`config.mk`:
```
export PLATFORM = sky130hd
export DESIGN_NAME = lm_sm_sequencer_flat
export DESIGN_NICKNAME = d
export VERILOG_FILES = /design/src/rtl/lm_sm_sequencer_if.sv /design/src/rtl/lm_sm_sequencer.sv /design/src/flat_wrapper.sv
export SDC_FILE = /design/constraint.sdc
export NUM_CORES = 1
export LEC_CHECK = 0
export BUFFER_PORTS_ARGS = -buffer_cell sky130_fd_sc_hd__buf_2
export CORE_MARGIN = 8
export CORE_UTILIZATION = 46
export DETAILED_ROUTE_END_ITERATION = 16
export PLACE_DENSITY = 0.85
export SLEW_MARGIN = 20
export SYNTH_ARGS = -nofsm -noshare
export SYNTH_HDL_FRONTEND = slang
export SYNTH_SLANG_ARGS = --single-unit
export TNS_END_PERCENT = 1
```
`constraint.sdc`:
```
create_clock -name clock -period 6.2 [get_ports clock]
set_clock_uncertainty 0.1 [all_clocks]
set_input_delay 0.93 -clock clock [delete_from_list [all_inputs] [get_ports clock]]
set_output_delay 0.93 -clock clock [all_outputs]
set_load 0.01 [all_outputs]
```
`src/rtl/lm_sm_sequencer_if.sv`:
```
// lm_sm_sequencer_if
// Bundles the LM/SM sequencer's request, status, data-memory and
// register-file signals.
//   master : the sequencer side (takes requests and read data, drives the
//            status flags, memory strobes and register-file ports).
//   slave  : the execute stage / memory / register-file side.
// Request : start, is_store, base_addr[AW], reg_mask[8], base_reg[3], flush
// Status  : busy, stall, done, r7_loaded
// Memory  : mem_en, mem_wr, mem_addr[AW], mem_wdata[DW], mem_rdata[DW]
// RegFile : rf_rd_addr[3], rf_rd_data[DW], rf_wr_en, rf_wr_addr[3], rf_wr_data[DW]
interface lm_sm_sequencer_if #(
  parameter int AW = 16,
  parameter int DW = 16
);
  logic          start;
  logic          is_store;
  logic [AW-1:0] base_addr;
  logic [7:0]    reg_mask;
  logic [2:0]    base_reg;
  logic          flush;
  logic          busy;
  logic          stall;
  logic          done;
  logic          r7_loaded;
  logic          mem_en;
  logic          mem_wr;
  logic [AW-1:0] mem_addr;
  logic [DW-1:0] mem_wdata;
  logic [DW-1:0] mem_rdata;
  logic [2:0]    rf_rd_addr;
  logic [DW-1:0] rf_rd_data;
  logic          rf_wr_en;
  logic [2:0]    rf_wr_addr;
  logic [DW-1:0] rf_wr_data;

  modport master (
    input  start, is_store, base_addr, reg_mask, base_reg, flush,
    input  mem_rdata, rf_rd_data,
    output busy, stall, done, r7_loaded,
    output mem_en, mem_wr, mem_addr, mem_wdata,
    output rf_rd_addr, rf_wr_en, rf_wr_addr, rf_wr_data
  );

  modport slave (
    output start, is_store, base_addr, reg_mask, base_reg, flush,
    output mem_rdata, rf_rd_data,
    input  busy, stall, done, r7_loaded,
    input  mem_en, mem_wr, mem_addr, mem_wdata,
    input  rf_rd_addr, rf_wr_en, rf_wr_addr, rf_wr_data
  );
endinterface

```
`src/rtl/lm_sm_sequencer.sv`:
```
// lm_sm_sequencer
// Multi-cycle sequencer for load-multiple / store-multiple. On an accepted
// start it walks the register mask from R0 upwards, issuing one data-memory
// access per set bit at consecutive addresses, and drives the register-file
// write port (LM) or read port (SM). The upstream pipe is stalled meanwhile.
// Ports:
//   clock      : rising-edge clock
//   reset      : synchronous, active-high reset
//   bus        : lm_sm_sequencer_if.master (request, status, memory, regfile)
// Optional feature (macro LMSM_BASE_WB_EN): adds a WB state that writes
// base_addr + transfer count back into the base register, skipped when an LM
// also loads the base register.
module lm_sm_sequencer #(
  parameter int AW = 16,
  parameter int DW = 16
) (
  input  logic                 clock,
  input  logic                 reset,
  lm_sm_sequencer_if.master    bus
);

`ifdef LMSM_BASE_WB_EN
  typedef enum logic [1:0] {IDLE, XFER, WB, DONE} state_t;
  localparam state_t EMPTY_NEXT = WB;
`else
  typedef enum logic [1:0] {IDLE, XFER, DONE} state_t;
  localparam state_t EMPTY_NEXT = DONE;
`endif

  state_t        state, state_nx;
  logic          op_q;
  logic [AW-1:0] addr_q;
  logic [AW-1:0] base_addr_q;
  logic [7:0]    mask_q;
  logic [7:0]    orig_mask_q;
  logic [2:0]    base_q;
  logic [3:0]    cnt_q;
  logic          busy_q;
  logic          done_q;
  logic          r7_q;

  logic [2:0]    idx;
  logic          idx_found;
  logic [7:0]    mask_nx;
  logic          abort;
  logic          accept;
  logic [DW-1:0] wb_data;

  // Lowest set bit of the remaining mask.
  always_comb begin
    idx       = '0;
    idx_found = 1'b0;
    for (int unsigned i = 0; i < 8; i++) begin
      if (mask_q[i[2:0]] && !idx_found) begin
        idx       = i[2:0];
        idx_found = 1'b1;
      end
    end
  end

  // Clearing the lowest set bit: x & (x-1).
  assign mask_nx = mask_q & (mask_q - 8'd1);
  assign abort   = bus.flush | reset;
  assign accept  = (state == IDLE) & bus.start;
  assign wb_data = DW'(base_addr_q + AW'(cnt_q));

`ifdef LMSM_BASE_WB_EN
  logic wb_skip;
  assign wb_skip = ~op_q & orig_mask_q[base_q];
`else
  logic unused_wb;
  assign unused_wb = ^{base_q, orig_mask_q[6:0], wb_data};
`endif

  always_comb begin
    state_nx       = state;
    bus.mem_en     = 1'b0;
    bus.mem_wr     = 1'b0;
    bus.mem_addr   = '0;
    bus.rf_rd_addr = '0;
    bus.rf_wr_en   = 1'b0;
    bus.rf_wr_addr = '0;
    bus.rf_wr_data = '0;
    case (state)
      IDLE: begin
        if (bus.start) begin
          if (bus.reg_mask != '0) state_nx = XFER;
          else                    state_nx = EMPTY_NEXT;
        end
      end
      XFER: begin
        if (abort) begin
          state_nx = IDLE;
        end else begin
          bus.mem_en   = 1'b1;
          bus.mem_addr = addr_q;
          if (op_q) begin
            bus.rf_rd_addr = idx;
            bus.mem_wr     = 1'b1;
          end else begin
            bus.rf_wr_en   = 1'b1;
            bus.rf_wr_addr = idx;
            bus.rf_wr_data = bus.mem_rdata;
          end
`ifdef LMSM_BASE_WB_EN
          if (mask_nx == '0) state_nx = wb_skip ? DONE : WB;
`else
          if (mask_nx == '0) state_nx = DONE;
`endif
        end
      end
`ifdef LMSM_BASE_WB_EN
      WB: begin
        if (abort) begin
          state_nx = IDLE;
        end else begin
          bus.rf_wr_en   = 1'b1;
          bus.rf_wr_addr = base_q;
          bus.rf_wr_data = wb_data;
          state_nx       = DONE;
        end
      end
`endif
      DONE:    state_nx = IDLE;
      default: state_nx = IDLE;
    endcase
  end

  always_ff @(posedge clock) begin
    if (reset) begin
      state       <= IDLE;
      op_q        <= 1'b0;
      addr_q      <= '0;
      base_addr_q <= '0;
      mask_q      <= '0;
      orig_mask_q <= '0;
      base_q      <= '0;
      cnt_q       <= '0;
      busy_q      <= 1'b0;
      done_q      <= 1'b0;
      r7_q        <= 1'b0;
    end else begin
      state  <= state_nx;
      busy_q <= (state_nx != IDLE) & (state_nx != DONE);
      done_q <= (state_nx == DONE);
      // An empty-mask request never has bit 7, so only non-IDLE entries matter.
      r7_q   <= (state_nx == DONE) & (state != IDLE) & ~op_q & orig_mask_q[7];
      if (accept) begin
        op_q        <= bus.is_store;
        addr_q      <= bus.base_addr;
        base_addr_q <= bus.base_addr;
        mask_q      <= bus.reg_mask;
        orig_mask_q <= bus.reg_mask;
        base_q      <= bus.base_reg;
        cnt_q       <= '0;
      end else if (state == XFER && !bus.flush) begin
        mask_q <= mask_nx;
        addr_q <= addr_q + AW'(1);
        cnt_q  <= cnt_q + 4'd1;
      end
    end
  end

  assign bus.busy      = busy_q;
  assign bus.done      = done_q;
  assign bus.r7_loaded = r7_q;
  assign bus.stall     = (state == XFER) | (state == DONE ? 1'b0 : (state != IDLE)) | accept;
  assign bus.mem_wdata = bus.rf_rd_data;

endmodule

```
`src/flat_wrapper.sv`:
```
// flat-port wrapper written by rule: the top's interface ports become plain ports
module lm_sm_sequencer_flat 
#(
  parameter int AW = 16,
  parameter int DW = 16
)
  (clock, reset, bus_start, bus_is_store, bus_base_addr, bus_reg_mask, bus_base_reg, bus_flush, bus_mem_rdata, bus_rf_rd_data, bus_busy, bus_stall, bus_done, bus_r7_loaded, bus_mem_en, bus_mem_wr, bus_mem_addr, bus_mem_wdata, bus_rf_rd_addr, bus_rf_wr_en, bus_rf_wr_addr, bus_rf_wr_data);
  lm_sm_sequencer_if #(.AW(AW), .DW(DW)) bus_i ();
  input  logic clock;
  input  logic reset;
  input wire logic [$bits(bus_i.start)-1:0] bus_start;
  input wire logic [$bits(bus_i.is_store)-1:0] bus_is_store;
  input wire logic [$bits(bus_i.base_addr)-1:0] bus_base_addr;
  input wire logic [$bits(bus_i.reg_mask)-1:0] bus_reg_mask;
  input wire logic [$bits(bus_i.base_reg)-1:0] bus_base_reg;
  input wire logic [$bits(bus_i.flush)-1:0] bus_flush;
  input wire logic [$bits(bus_i.mem_rdata)-1:0] bus_mem_rdata;
  input wire logic [$bits(bus_i.rf_rd_data)-1:0] bus_rf_rd_data;
  output wire logic [$bits(bus_i.busy)-1:0] bus_busy;
  output wire logic [$bits(bus_i.stall)-1:0] bus_stall;
  output wire logic [$bits(bus_i.done)-1:0] bus_done;
  output wire logic [$bits(bus_i.r7_loaded)-1:0] bus_r7_loaded;
  output wire logic [$bits(bus_i.mem_en)-1:0] bus_mem_en;
  output wire logic [$bits(bus_i.mem_wr)-1:0] bus_mem_wr;
  output wire logic [$bits(bus_i.mem_addr)-1:0] bus_mem_addr;
  output wire logic [$bits(bus_i.mem_wdata)-1:0] bus_mem_wdata;
  output wire logic [$bits(bus_i.rf_rd_addr)-1:0] bus_rf_rd_addr;
  output wire logic [$bits(bus_i.rf_wr_en)-1:0] bus_rf_wr_en;
  output wire logic [$bits(bus_i.rf_wr_addr)-1:0] bus_rf_wr_addr;
  output wire logic [$bits(bus_i.rf_wr_data)-1:0] bus_rf_wr_data;
  assign bus_i.start = bus_start;
  assign bus_i.is_store = bus_is_store;
  assign bus_i.base_addr = bus_base_addr;
  assign bus_i.reg_mask = bus_reg_mask;
  assign bus_i.base_reg = bus_base_reg;
  assign bus_i.flush = bus_flush;
  assign bus_i.mem_rdata = bus_mem_rdata;
  assign bus_i.rf_rd_data = bus_rf_rd_data;
  assign bus_busy = bus_i.busy;
  assign bus_stall = bus_i.stall;
  assign bus_done = bus_i.done;
  assign bus_r7_loaded = bus_i.r7_loaded;
  assign bus_mem_en = bus_i.mem_en;
  assign bus_mem_wr = bus_i.mem_wr;
  assign bus_mem_addr = bus_i.mem_addr;
  assign bus_mem_wdata = bus_i.mem_wdata;
  assign bus_rf_rd_addr = bus_i.rf_rd_addr;
  assign bus_rf_wr_en = bus_i.rf_wr_en;
  assign bus_rf_wr_addr = bus_i.rf_wr_addr;
  assign bus_rf_wr_data = bus_i.rf_wr_data;
  lm_sm_sequencer #(.AW(AW), .DW(DW)) u_core (.clock(clock), .reset(reset), .bus(bus_i));
endmodule
```
### After elaboration in Yosys (flattened, before gate mapping)

Cells that the tools add are included.

| storage, ports and cells | value |
|---|---|
| flip-flop bits (word level) | 38 |
| latch bits | 0 |
| memory bits (writable) | 0 |
| ROM bits | 0 |
| bits of input ports | 64 |
| output and inout port bits | 61 |
| logic and storage cells | 89 |
| memories | 0 |

| cells by class | value |
|---|---|
| $add $sub $neg | 2 |
| $mul | 0 |
| divide/modulo/power cells | 0 |
| magnitude comparators | 0 |
| equal/unequal tests | 4 |
| shift operators | 0 |
| multiplexer cells | 43 |
| bitwise gates (word level) | 10 |
| reduce and logical (&&, ||, !) cells | 22 |

Operators with widths:

| cell | count |
|---|---|
| 16-bit two-way mux | 7 |
| 3-bit two-way mux | 10 |
| 1-bit two-way mux | 17 |
| 16-bit by 1-bit adder with 16-bit output (second input constant) | 1 |
| 8-bit two-way mux | 2 |
| 2-bit two-way mux | 6 |
| 8-bit AND | 1 |
| 1-bit logical AND | 8 |
| 1-bit logical NOT | 8 |
| 8-bit logical NOT | 1 |
| 8-bit nonzero test | 1 |
| 8-bit by 1-bit subtractor with 8-bit output (second input constant) | 1 |
| 2-bit nonzero test | 3 |
| 1-bit AND | 5 |
| 2-bit equality test (second input constant) | 2 |
| 2-bit one-hot mux with 2 select lines | 1 |
| 1-bit OR | 3 |
| 2-bit by 1-bit equality test with 1-bit output (second input constant) | 1 |
| 2-bit logical NOT | 1 |
| 2-bit != test (second input constant) | 1 |
| 1-bit NOT | 1 |

### Logic depth before layout (Yosys ltp)

Gate-level depths: netlist of run 1.

| logic depth | value |
|---|---|
| word-level depth | 25 |
| depth in mapped cells | 7 |
| mapped depth without buffers | 6 |

### Worst setup path before layout of run 1

Ideal clock, no wire load.

| timing | value |
|---|---|
| path type | input to output |
| from | in reset |
| to | out bus_rf_wr_data[10] |
| data arrival time | 2.258 ns |
| data required time | 5.170 ns |
| slack | 2.912 ns |
| cell stages on the path | 7 |
| path buffers | 1 |
| path through | nor2_1 > nand3b_1 > inv_1 > nand2b_1 > inv_1 > clkbuf_1 > and2_1 |

| between the ends | value |
|---|---|
| longest elaborated chain between the ends | 3 |

Ends and longest elaborated chain:

| what | line | text |
|---|---|---|
| from (decl) | flat_wrapper.sv:10 | `input logic reset;` |
| 1-bit OR | lm_sm_sequencer.sv:63 | `assign abort = bus.flush \| reset;` |
| 16-bit two-way mux | lm_sm_sequencer.sv:92 | `if (abort) begin` |
| 16-bit two-way mux | lm_sm_sequencer.sv:84 | `case (state)` |
| to (decl) | flat_wrapper.sv:30 | `output wire logic [$bits(bus_i.rf_wr_data)-1:0] bus_rf_wr_data;` |

Every way passes these cells.

### Worst setup path in the final report of run 1

| timing | value |
|---|---|
| from | in reset |
| to | out bus_rf_wr_data[14] |

Same word-level chain as after synthesis.

==> impl.org, run 1 <==
** Global routing
- First-pass GRT wire length :: 9320 um
- In the global route stage, overall resource usage came out at 0.174.
- GR met1 Demand/Resource :: 0.186
- In the global route stage, met3 resource usage came out at 0.0328.
- GR Layer Usage met2 :: 0.315
- Vias in the first global route :: 2078
- Initial antenna violation count :: 0
- Entering global routing, the biggest net connects 30 pins.
- Total global routing overflow :: 0
- Global routing's busiest layer :: met2

** Placed design
- Placed wire-length estimate after detailed placement :: 4450 um
- Setup slack at placement :: 1.94 ns
- Buffers placed on the I/O ports in this run total 89.
- The congestion estimate from routability-driven global placement came to 0.855.

** Layout
- Diodes inserted :: 0
- Number of nets in the layout :: 399
- Fraction of final layout cells sized beyond drive strength 1 :: 0.307
- Leaving out fill and tap cells, the most frequent cell in the layout is sky130_fd_sc_hd__buf_2.
- The library cells used most frequently in the layout, excluding fill and tap cells, are sky130_fd_sc_hd__buf_2, sky130_fd_sc_hd__and2_1, sky130_fd_sc_hd__dfxtp_1.
- Synthesis-to-layout area growth :: 22.7%

** Timing
- The count of final max-slew check failures is 0.
- Of the available clock period, the critical path in the final layout requires 0.677.
- Once routing completed, OpenROAD measured the worst setup slack at 2.00 ns.
- In this run the tightest slew margin relative to its limit is 0.378.
- Tmin final :: 4.20 ns
- Worst-Margin Slew :: 0.930 ns
- Total count of hold-check failures in the final report :: 0
- Number of setup violations in the final report :: 0
- Achievable Freq :: 238 MHz
- Final hold analysis gives a worst-case slack of 0.363 ns.
- Summed over all failing endpoints, the final setup total negative slack is 0 ns.
- Setup repair after global routing left no endpoint under its margin.

** Synth
- The cell count after synthesis came out at 269.
- After synthesis the netlist holds a flip-flop and latch count of 30.
- Syn avg cell area :: 7.41 um2
- Number of distinct library cells after synthesis :: 48
- Among all flip-flop cells after synthesis, the most frequent one is sky130_fd_sc_hd__dfxtp_1.
- Yosys warnings :: 0
- In the synthesized netlist the async set-or-reset flop fraction comes to 0.
- Of the synthesized area, sequential elements account for 0.301.
- Counting flops with a built-in enable in the synthesized netlist gives 0.
- After synthesis the cells add up to 1990 um2.
- Syn Nets :: 334

** Clock tree
- For the worst-skew pair, the clock arrives at the later sink with an insertion delay of 0.28 ns.
- After clock tree synthesis, the clock-pin slew on the worst setup and hold paths is 0.07 ns.
- Number of clock buffers inserted by TritonCTS :: 5
- Quantity of hold-fixing buffers added after cts :: 0
- Post-CTS resize count :: 0
- Sinks on the clock net :: 30
- In this run the number of H-tree levels came out at 2.
- Buffers added to address setup during post-CTS repair amount to 0.
- The clock passes through at most 2 buffers.
- Root buffer cell :: sky130_fd_sc_hd__clkbuf_8
- TritonCTS built the clock tree.

** Setup path
- The worst setup path is captured at a primary output.
- Path length in cells of the critical path :: 8
- Along the worst path, the maximum fanout reaches 29.
- The worst register-to-register path ends at u_core.addr_q[13].
- For the worst setup path, the data arrival time is 3.17 ns.
- The setup path with the least slack is of type in2out.
- Maximum cell stage delay along the critical path :: 0.49 ns
- Beginning of the critical path :: reset
- At the worst endpoint, the required time is 5.17 ns.
- Cell family with the largest share of critical-path delay :: buffers and inverters
- Worst reg2reg startpoint :: u_core.bus.busy
- Buf+Inv Stages, Crit Path :: 4
- Kind of start point of the critical path :: primary input
- Measured in cells, the most critical reg-to-reg path has a length of 4.
- Worst reg-to-reg setup slack :: 3.79 ns
- On the critical path, the stage with the largest delay is an instance of sky130_fd_sc_hd__inv_1.
- The most critical setup path has its endpoint at bus_rf_wr_data[14].
- The critical path goes through buf_2 > nor2_1 > nand3b_1 > inv_1 > nand2b_1 > inv_1 > and2_1 > buf_2.

** Floorplanning
- Die footprint :: 6700 um2
- Num rows :: 24
- Horizontal die dimension :: 81.8 um
- For this configuration, the core starts out at a cell density of 0.467.
- The region available for standard cell placement spans 4260 um2.
- Measured along the y axis, the die boundary spans 81.8 um.
- 125 I/O pins were placed.

** Run
- Maximum capacitance violations :: 0

** Drt
- In the final routed layout, each cell accounts on average for 15.4 um.
- Number of design rule violations left after detail routing :: 0
- Total vias in the final route :: 2161
- Violation count after the first detailed-route iteration :: 150
- The routed design has 5960 um of wire.
- After detailed routing, the number of vias per cell comes to 5.58.
- Antenna Violating Nets Remaining :: 0
- The first TritonRoute pass finished after 5 iterations.

** Power and ir drop
- LEAKAGE :: 1.13 nW
- The worst-case IR drop observed on VDD is 0.116 mV.
- Power per cell area :: 207 nW/um2

** Worst hold path
- In this run the worst hold path is classified as reg2reg.

** Outcome
- Run status :: finished clean
[worst min path at each step]
| stage | from | end | cells past startpoint |
|---|---|---|---|
| after floorplan | u_core.orig_mask_q[7] | u_core.bus.r7_loaded | 2 |
| after global placement | u_core.orig_mask_q[7] | u_core.orig_mask_q[7] | 2 |
| after detailed placement | u_core.orig_mask_q[7] | u_core.bus.r7_loaded | 2 |
| after CTS | u_core.orig_mask_q[7] | u_core.bus.r7_loaded | 2 |
| after global routing | u_core.orig_mask_q[7] | u_core.bus.r7_loaded | 2 |
| final | u_core.orig_mask_q[7] | u_core.bus.r7_loaded | 2 |
[sequential cells by signal, indices dropped and copies added, names as in the netlist]
register	count
u_core.bus.busy	1
u_core.bus.r7_loaded	1
u_core.addr_q	16
u_core.mask_q	8
u_core.state	1
u_core.orig_mask_q	1
u_core.bus.done	1
u_core.op_q	1
[worst reg2reg max path, stage by stage (launching register included)]
cell and delay, ns:
sky130_fd_sc_hd__dfxtp_1 0.46, sky130_fd_sc_hd__or3b_1 0.59, sky130_fd_sc_hd__or3_4 0.50, sky130_fd_sc_hd__or4_1 0.40, sky130_fd_sc_hd__a311oi_1 0.26
[area by class of cell]
cell class	instances	area [um2]
timing repair buffer	90	453
fill	421	1820
sequential	30	601
tap	52	65.1
multi-input combinational	200	1190
inverter	7	26.3
clock buffer	8	110
[through the flow]
step,cell area [um2],power (mW),util,std cells
finish,2450,0.507,0.574,387
global route,2450,0.529,0.574,387
CTS,2450,0.510,0.574,387
detailed placement,2340,0.324,0.548,379
global placement,2340,0.321,0.548,379
floorplan,1990,0.299,-,269
[logic make-up (layout without fill, tap and decap cells)]
group | count (synthesis) | count (layout) | synth area share
flip-flops | 30 | 30 | 0.301
AND/OR/NAND/NOR | 128 | 128 | 0.346
XOR/XNOR | 5 | 5 | 0.0220
AO/OA/AOI/OAI | 65 | 65 | 0.215
multiplexers | 1 | 1 | 0.00565
adder cells (fa/ha/maj) | 1 | 1 | 0.00628
buffers and inverters | 39 | 105 | 0.104
[power breakdown]
group	internal (mW)	switching [mW]	total, mW	leakage [nW]
sequential	0.207	0.0203	0.227	0.247
clock	0.112	0.0747	0.187	0.0575
combinational	0.0423	0.0513	0.0936	0.822
[cells in the mapped netlist, types with 2 or more instances]
cell type,number,area (um2)
sky130_fd_sc_hd__a21boi_0,3,22.5
sky130_fd_sc_hd__a22oi_1,5,37.5
sky130_fd_sc_hd__clkbuf_1,15,56.3
sky130_fd_sc_hd__o31ai_1,2,15.0
sky130_fd_sc_hd__o221ai_1,2,17.5
sky130_fd_sc_hd__nand2b_1,3,18.8
sky130_fd_sc_hd__o21ai_0,10,50.1
sky130_fd_sc_hd__or4_1,2,15.0
sky130_fd_sc_hd__nor2_1,27,101
sky130_fd_sc_hd__or3_1,5,31.3
sky130_fd_sc_hd__nand2_1,23,86.3
sky130_fd_sc_hd__and2_1,31,194
sky130_fd_sc_hd__nand3_1,9,45.0
sky130_fd_sc_hd__a21oi_1,19,95.1
sky130_fd_sc_hd__nor4_1,4,25.0
sky130_fd_sc_hd__a21o_1,2,15.0
sky130_fd_sc_hd__inv_1,7,26.3
sky130_fd_sc_hd__xor2_1,2,17.5
sky130_fd_sc_hd__dfxtp_1,30,601
sky130_fd_sc_hd__nor3_1,7,35.0
sky130_fd_sc_hd__a311oi_1,6,52.6
sky130_fd_sc_hd__and4_1,2,17.5
sky130_fd_sc_hd__nand4_1,4,25.0
sky130_fd_sc_hd__o22ai_1,5,31.3
sky130_fd_sc_hd__nand3b_1,3,22.5
sky130_fd_sc_hd__o211ai_1,2,15.0
sky130_fd_sc_hd__xnor2_1,3,26.3
sky130_fd_sc_hd__buf_4,16,120
[per-layer routing]
layer	up-vias	wire [um]
met3	16	728
met4	0	120
li1	1075	-
met5	-	0
met2	98	2940
met1	972	2180
Note: power is estimated with default switching activity, not from simulation.
==> run 2: changes to the inputs <==
--- a/config.mk
+++ b/config.mk
@@ -7,9 +7,9 @@
 export LEC_CHECK = 0
 export BUFFER_PORTS_ARGS = -buffer_cell sky130_fd_sc_hd__buf_2
 export CORE_MARGIN = 8
-export CORE_UTILIZATION = 46
+export CORE_UTILIZATION = 39
 export DETAILED_ROUTE_END_ITERATION = 16
-export PLACE_DENSITY = 0.85
+export PLACE_DENSITY = 0.77
 export SLEW_MARGIN = 20
 export SYNTH_ARGS = -nofsm -noshare
 export SYNTH_HDL_FRONTEND = slang
==> constraint.sdc (replaced) <==
create_clock -name clock -period 3.42 [get_ports clock]
set_clock_uncertainty 0.1 [all_clocks]
set_input_delay 0.513 -clock clock [delete_from_list [all_inputs] [get_ports clock]]
set_output_delay 0.513 -clock clock [all_outputs]
set_load 0.01 [all_outputs]
==> run 2 against run 1 <==
Compared with the run above: sequential power increased by 81%; non-clock buffer count increased by 4; sequential cell count unchanged; critical path depth decreased by 3; via count decreased by 1.1%; global-route usage decreased by 1.3 points; cell count increased by 5.2%; clock power increased by 50%; die area increased by 14%; sequential share of layout area decreased by 0.25 points; combinational power increased by 87%; critical endpoint is now bus_rf_rd_addr[1]; largest cell class unchanged.
==> impl.org, run 2 (same netlist as run 1, synthesis figures left out) <==
** Power and ir drop
- The net switching share of the total power was 0.297 (was 0.288).
- Maximum resistive drop on vdd :: 0.130 mV (was 0.116 mV)
- The net switching power figure came to 257 uW (was 146 uW).
- Power per cell area :: 351 nW/um2 (was 207 nW/um2)
- The internal cell power is 610 uW (was 361 uW).
- LEAKAGE :: 1.13 nW (about the same)
- Post-route total power :: 867 uW (was 507 uW)
- The fraction of power consumed by combinational cells is 0.202 (was 0.184).
- Portion of total power attributed to sequential cells :: 0.475 (was 0.447)
- Clock Power Share :: 0.323 (was 0.368)

** Setup path
- Nature of the critical path endpoint :: primary output (unchanged)
- The dominant delay contributor by cell family on the critical path was simple AND/OR/NAND/NOR gates (was buffers and inverters).
- The destination of the worst register-to-register timing path is u_core.addr_q[13] (unchanged).
- The peak fanout along the critical path was 9 (was 29).
- The number of cells on the worst reg-to-reg path is 4 (unchanged).
- The arrival time at the worst endpoint was 2.05 ns (was 3.17 ns).
- The worst-path cell with the longest stage delay was sky130_fd_sc_hd__nor4_1 (was sky130_fd_sc_hd__inv_1).
- The critical path startpoint is u_core.mask_q[3] (was reset).
- Kind of start point of the critical path :: flop (was primary input)
- Worst Path Class, Setup :: reg2out (was in2out)
- Maximum cell stage delay along the critical path :: 0.77 ns (was 0.49 ns)
- The required time of the critical path is 2.81 ns (was 5.17 ns).
- The count of buffer and inverter cells on the critical path is 1 (was 4).
- Cell-by-cell trace of the critical path: nor4_1 > nand2_1 > o32a_1 > nor2_1 > buf_2 (was buf_2 > nor2_1 > nand3b_1 > inv_1 > nand2b_1 > inv_1 > and2_1 > buf_2).
- Worst reg-to-reg setup slack :: 1.03 ns (was 3.79 ns)
- The launch point of the worst reg-to-reg path is u_core.bus.busy (unchanged).

** Outcome
- Run status :: finished clean (unchanged)

** Drt
- The violation count after the first detailed-routing iteration came to 144 (was 150).
- The top routing layer in use was met4 (unchanged).
- The wire length on met3 is 649 um (was 728 um).
- The number of search-and-repair iterations in the first detailed-routing pass is 4 (was 5).
- WL per Instance :: 15.6 um (was 15.4 um)
- Total vias in the final route :: 2137 (was 2161)
- The number of antenna-violating nets in the routed design was 0 (unchanged).
- The wire length reported by the detailed router came to 6370 um (was 5960 um).
- The met2 layer wire length in the routed design is 3120 um (was 2940 um).
- The met1 wire length was 2470 um (was 2180 um).
- The via density per instance came to 5.25 (was 5.58).
- The number of remaining DRC errors was 0 (unchanged).

** Global routing
- Tot GR Track Use :: 0.161 (was 0.174)
- Initial antenna violation count :: 0 (unchanged)
- The first-pass GRT wire length was 9650 um (was 9320 um).
- The number of global-route vias before repair is 2007 (was 2078).
- Pin count of the biggest net entering global routing :: 29 (was 30)
- The global-route congestion overflow total is 0 (unchanged).

** Timing
- Timing would allow up to 376 MHz.
- The count of final max-slew check failures came to 0 (unchanged).
- Final worst path period share :: 0.778
- The count of final setup violators was 0 (unchanged).
- Setup repair after global routing missed its margin: no (unchanged).
- The transition time at the pin with the least slew margin was 0.834 ns (was 0.930 ns).
- Sum of negative setup slack :: 0 ns (unchanged)
- Final setup margin :: 0.759 ns (was 2.00 ns)
- The worst path in the final design needs a cycle of 2.66 ns, including I/O delays and setup.
- The remaining max-slew budget at the tightest pin is 0.439 (was 0.378).
- The final count of hold timing violations is 0 (unchanged).

** Layout
- The number of flip-flops under the largest register name was 16 (unchanged).
- Register with the highest flop count :: u_core.addr_q (unchanged)
- The count of nets after finishing came to 403 (was 399).
- Highest-count cells in the layout ignoring fill and taps: sky130_fd_sc_hd__buf_2, sky130_fd_sc_hd__and2_1, sky130_fd_sc_hd__dfxtp_1 (unchanged).
- The layout-stage area growth over the synthesis result is 24.0% (was 22.7%).
- Most frequent standard cell in the layout excluding fill and tap cells :: sky130_fd_sc_hd__buf_2 (unchanged)
- Diodes inserted :: 0 (unchanged)
- Registers with the most flip-flops :: u_core.addr_q (16), u_core.mask_q (8) (unchanged)
- The ratio of cells with drive above 1 in the final layout is 0.312 (was 0.307).
- The post-route cell area was 2470 um2 (was 2450 um2).

** Clock tree
- Register clock-pin slew on the reported worst setup and hold paths :: 0.06 ns (was 0.07 ns)
- The TritonCTS clock tree was built (unchanged).
- Root buffer cell :: sky130_fd_sc_hd__clkbuf_8 (unchanged)
- Sinks on the clock net :: 30 (unchanged)
- CTS H-Tree Depth :: 2 (unchanged)
- Number of clock buffers inserted by TritonCTS :: 5 (unchanged)
- The maximum buffer depth of the clock tree is 2 (unchanged).
- The worst-skew pair later-pin latency came to 0.28 ns (about the same).
- # Post-CTS Setup Buffers :: 0 (unchanged)
- The number of resized instances in the post-cts repair step came to 0 (unchanged).
- Quantity of hold-fixing buffers added after cts :: 0 (unchanged)

** Floorplanning
- The floorplan die width is 87.5 um (was 81.8 um).
- The starting density of the core was 0.398 (was 0.467).
- Core Area :: 5010 um2 (was 4260 um2)
- The overall die area came to 7650 um2 (was 6700 um2).
- I/O pin cnt :: 125 (unchanged)
- Num rows :: 26 (was 24)
- Height of the die :: 87.5 um (was 81.8 um)

** Worst hold path
- The worst min-delay path endpoint was u_core.orig_mask_q[7] (was u_core.bus.r7_loaded).
- The hold path startpoint is u_core.orig_mask_q[7] (unchanged).
- HP Class :: reg2reg (unchanged)
- Worst Hold Depth :: 2 (unchanged)

** Placed design
- Routability congestion estimate from global placement :: 0.829 (was 0.855)
- The placed wire-length estimate came to 4890 um (was 4450 um).
- The placed standard-cell area is 2390 um2 (was 2340 um2).
- The post-placement worst setup slack is 0.857 ns (was 1.94 ns).
- Number of port buffers :: 89 (unchanged)

** Run
- Maximum capacitance violations :: 0 (unchanged)
-- run 2: cell count changes in the layout (fill, tap and decap cells not counted) --
cell,delta
sky130_fd_sc_hd__buf_4,+4
sky130_fd_sc_hd__clkbuf_8,-2
-- run 2: metrics by stage --
stage | hold WS (ns) | util | std cells
2_1_floorplan | 0.327 | - | 269
3_3_place_gp | 0.348 | 0.477 | 401
3_5_place_dp | 0.352 | 0.477 | 401
4_1_cts | 0.361 | 0.493 | 407
5_1_grt | 0.379 | 0.493 | 407
6_report | 0.360 | 0.493 | 407
-- run 2: power groups by stage --
stage	Combinational, mW	Clock [mW]	Sequential [mW]
final	0.175	0.280	0.411
after global routing	0.194	0.305	0.416
after CTS	0.175	0.291	0.410
after detailed placement	0.174	0	0.417
after global placement	0.171	0	0.416
after floorplan	0.141	0	0.402
-- run 2: cell type report --
class                           instances  area, um2
Fill cell                             519       2540
Multi-Input combinational cell        200       1190
Sequential cell                        30        601
Timing Repair Buffer                   94        483
Tap cell                               70       87.6
Clock buffer                            6       82.6
Inverter                                7       26.3
-- run 2: routing by layer --
metal  vias up  track usage
met5         -            0
met2        92        0.287
met4         0       0.0797
met1       952        0.172
li1       1076            -
met3        17       0.0387
-- run 2: worst max-delay path by stage --
stage	cells past startpoint	end	slack [ns]
finish	5	bus_rf_rd_addr[1]	0.76
global route	5	bus_rf_rd_addr[1]	0.61
CTS	5	bus_rf_rd_addr[1]	0.78
detailed placement	5	u_core.addr_q[11]	0.86
global placement	5	u_core.addr_q[13]	0.87
floorplan	7	bus_rf_wr_data[10]	0.97
-- run 2: worst register-to-register path: cells and delay by family (launching register included) --
kind               cells  cell delay [ns]
AOI/OAI and AO/OA      1             0.26
and+or+nand+nor        3             1.49
DFF                    1             0.45
==> run 3: changes to the inputs <==
--- a/config.mk
+++ b/config.mk
@@ -7,9 +7,9 @@
 export LEC_CHECK = 0
 export BUFFER_PORTS_ARGS = -buffer_cell sky130_fd_sc_hd__buf_2
 export CORE_MARGIN = 8
-export CORE_UTILIZATION = 39
+export CORE_UTILIZATION = 43
 export DETAILED_ROUTE_END_ITERATION = 16
-export PLACE_DENSITY = 0.77
+export PLACE_DENSITY = 0.81
 export SLEW_MARGIN = 20
 export SYNTH_ARGS = -nofsm -noshare
 export SYNTH_HDL_FRONTEND = slang
==> constraint.sdc (replaced) <==
create_clock -name clock -period 2.56 [get_ports clock]
set_clock_uncertainty 0.1 [all_clocks]
set_input_delay 0.384 -clock clock [delete_from_list [all_inputs] [get_ports clock]]
set_output_delay 0.384 -clock clock [all_outputs]
set_load 0.01 [all_outputs]
==> run 3 against run 2 <==
Compared with the run above: critical path depth up 2; die area down 7.6%; clock-buffer cell count stayed put; wire length down 0.49%; global-route usage increased by 0.68 points; sequential share of layout area shrank 0.58 points; worst setup slack worse by 0.60 ns; largest cell class unchanged.
==> impl.org, run 3 (same netlist as run 1, synthesis figures left out) <==
** Floorplanning
- The floorplan die width was 84.1 um (was 87.5 um).
- Core Area :: 4410 um2 (was 5010 um2)
- The floorplan row count was 24 (was 26).
- Initial standard-cell utilization of the core :: 0.452 (was 0.398)
- The overall die area came to 7070 um2 (was 7650 um2).
- The number of placed I/O pins was 125 (unchanged).
- Height of the die :: 84.1 um (was 87.5 um)

** Clock tree
- The CTS H-tree depth came to 2 (unchanged).
- The clock-pin slew on the worst setup and hold paths is 0.07 ns (was 0.06 ns).
- Quantity of hold-fixing buffers added after cts :: 0 (unchanged)
- The setup fix buffers added after clock tree synthesis is 0 (unchanged).
- The number of sinks driven by the clock tree came to 30 (unchanged).
- The clock tree root buffer cell is sky130_fd_sc_hd__clkbuf_8 (unchanged).
- Clock latency on the worst-skew pair :: 0.29 ns (was 0.28 ns)
- The number of buffers inserted during clock tree synthesis is 5 (unchanged).
- The maximum buffer depth of the clock tree was 2 (unchanged).
- Post-CTS resize count :: 0 (unchanged)
- CTS tree :: built (unchanged)

** Timing
- The post-route setup TNS was 0 ns (unchanged).
- Setup repair after global routing missed its margin :: no (unchanged)
- Dividing the final minimum period by the clock period gives 0.938.
- Counting I/O delays and the setup requirement, the final critical path takes 2.40 ns.
- Achievable Freq :: 417 MHz
- Number of setup violations in the final report :: 0 (unchanged)
- Relative max-transition margin :: 0.689 (was 0.439)
- Final Slew Violations :: 0 (unchanged)
- Worst-Margin Slew :: 0.462 ns (was 0.834 ns)
- The final count of hold timing violations came to 0 (unchanged).

** Drt
- The wire length reported by the detailed router came to 6340 um (was 6370 um).
- Number of vias per cell after detailed routing :: 5.61 (was 5.25)
- The number of antenna-violating nets in the routed design came to 0 (unchanged).
- The number of remaining DRC errors was 0 (unchanged).
- The via count came to 2210 (was 2137).
- The violation count after the first detailed-routing iteration is 160 (was 144).
- Pre-Repair DR Iteration Count :: 4 (unchanged)
- WL per Instance :: 16.1 um (was 15.6 um)

** Power and ir drop
- The leakage power came to 1.17 nW (was 1.13 nW).
- Power per cell area :: 553 nW/um2 (was 351 nW/um2)
- The worst IR drop on VDD was 0.228 mV (was 0.130 mV).
- The overall power of the completed layout came to 1.40 mW (was 867 uW).

** Setup path
- The critical path startpoint is u_core.state[1] (was u_core.mask_q[3]).
- The register-to-register setup slack is 0.33 ns (was 1.03 ns).
- Kind of start point of the critical path :: flop (unchanged)
- Worst Path Class, Setup :: reg2out (unchanged)
- The destination of the worst register-to-register timing path is u_core.addr_q[11] (was u_core.addr_q[13]).
- The launch point of the worst reg-to-reg path was u_core.bus.busy (unchanged).
- The required time of the critical path is 2.08 ns (was 2.81 ns).
- Crit path capture :: bus_rf_wr_data[9] (was bus_rf_rd_addr[1])
- Arrival time worst endpoint :: 1.92 ns (was 2.05 ns)
- Maximum fanout count along the critical path :: 17 (was 9)
- The number of cells on the worst reg-to-reg path came to 4 (unchanged).
- The critical path endpoint category was a primary output (unchanged).

** Global routing
- Vias in the first global route :: 2136 (was 2007)
- Initial antenna violation count :: 0 (unchanged)
- First-pass GRT wire length :: 10000 um (was 9650 um)
- The maximum number of pins on one net before global-route repair was 29 (unchanged).
- Total global routing overflow :: 0 (unchanged)
- The global router's overall resource usage is 0.168 (was 0.161).

** Layout
- Number of nets in the layout :: 406 (was 403)
- Diodes inserted :: 0 (unchanged)
- Number of flip-flops under the largest register name :: 16 (unchanged)
- The ratio of cells with drive above 1 in the final layout came to 0.322 (was 0.312).
- Core utilization of the finished layout :: 0.573 (was 0.493)
- Register with the highest flop count :: u_core.addr_q (unchanged)
- Highest-count cells in the layout ignoring fill and taps: sky130_fd_sc_hd__buf_2, sky130_fd_sc_hd__and2_1, sky130_fd_sc_hd__dfxtp_1 (unchanged).
- The layout-stage area growth over the synthesis result was 27.0% (was 24.0%).
- The commonest non-fill, non-tap cell in the layout is sky130_fd_sc_hd__buf_2 (unchanged).
- Registers with the most flip-flops: u_core.addr_q (16), u_core.mask_q (8) (unchanged).

** Placed design
- The placed wire-length estimate was 4870 um (was 4890 um).
- The global placement routability congestion was 0.800 (was 0.829).
- Number of port buffers :: 89 (unchanged)

** Outcome
- Run status :: finished clean (unchanged)

** Worst hold path
- The hold path startpoint is bus_base_addr[6] (was u_core.orig_mask_q[7]).
- HP Class :: in2reg (was reg2reg)

** Run
- Maximum capacitance violations :: 0 (unchanged)
-- run 3: through the flow --
step	area, um2	hold slack [ns]	setup slack, ns	cells
after global placement	2390	0.351	0.368	386
after CTS	2530	0.230	0.168	394
after detailed placement	2390	0.353	0.319	386
after global routing	2530	0.238	0.0248	394
after floorplan	1990	0.327	0.364	269
final	2530	0.237	0.160	394
-- run 3: area by class of cell --
class | count | area, um2
sequential | 30 | 601
fill | 438 | 1880
inverter | 7 | 26.3
tap | 52 | 65.1
clock buffer | 6 | 82.6
multi-input combinational | 200 | 1190
clock inverter | 2 | 60.1
timing repair buffer | 97 | 505
-- run 3: critical path, stage by stage (launching register included) --
cell and delay, ns:
sky130_fd_sc_hd__dfxtp_1 0.37, sky130_fd_sc_hd__nor2_1 0.23, sky130_fd_sc_hd__nand3b_1 0.14, sky130_fd_sc_hd__inv_1 0.14, sky130_fd_sc_hd__nand2b_1 0.14, sky130_fd_sc_hd__inv_1 0.29
sky130_fd_sc_hd__and2_1 0.19, sky130_fd_sc_hd__buf_2 0.13
-- run 3: worst min path at each step --
stage | to | slack [ns] | cells after the start
finish | u_core.addr_q[6] | 0.24 | 3
global route | u_core.addr_q[6] | 0.24 | 3
CTS | u_core.addr_q[6] | 0.23 | 3
detailed placement | u_core.bus.r7_loaded | 0.35 | 2
global placement | u_core.orig_mask_q[7] | 0.35 | 2
floorplan | u_core.bus.r7_loaded | 0.33 | 2
-- run 3: power by group --
| part | switching, mW | total, mW | internal [mW] | leakage, nW |
|---|---|---|---|---|
| clock | 0.193 | 0.608 | 0.415 | 0.0714 |
| sequential | 0.0498 | 0.550 | 0.500 | 0.247 |
| combinational | 0.129 | 0.241 | 0.112 | 0.856 |
| total | 0.372 | 1.40 | 1.03 | 1.17 |
-- run 3: layer usage --
layer  GRT usage  up-vias  part of all wire
li1            -     1093                 -
met1       0.177     1000              0.39
met2       0.288      103              0.50
met3      0.0684       14              0.10
met4      0.0659        0             0.014
met5           0        -                 0
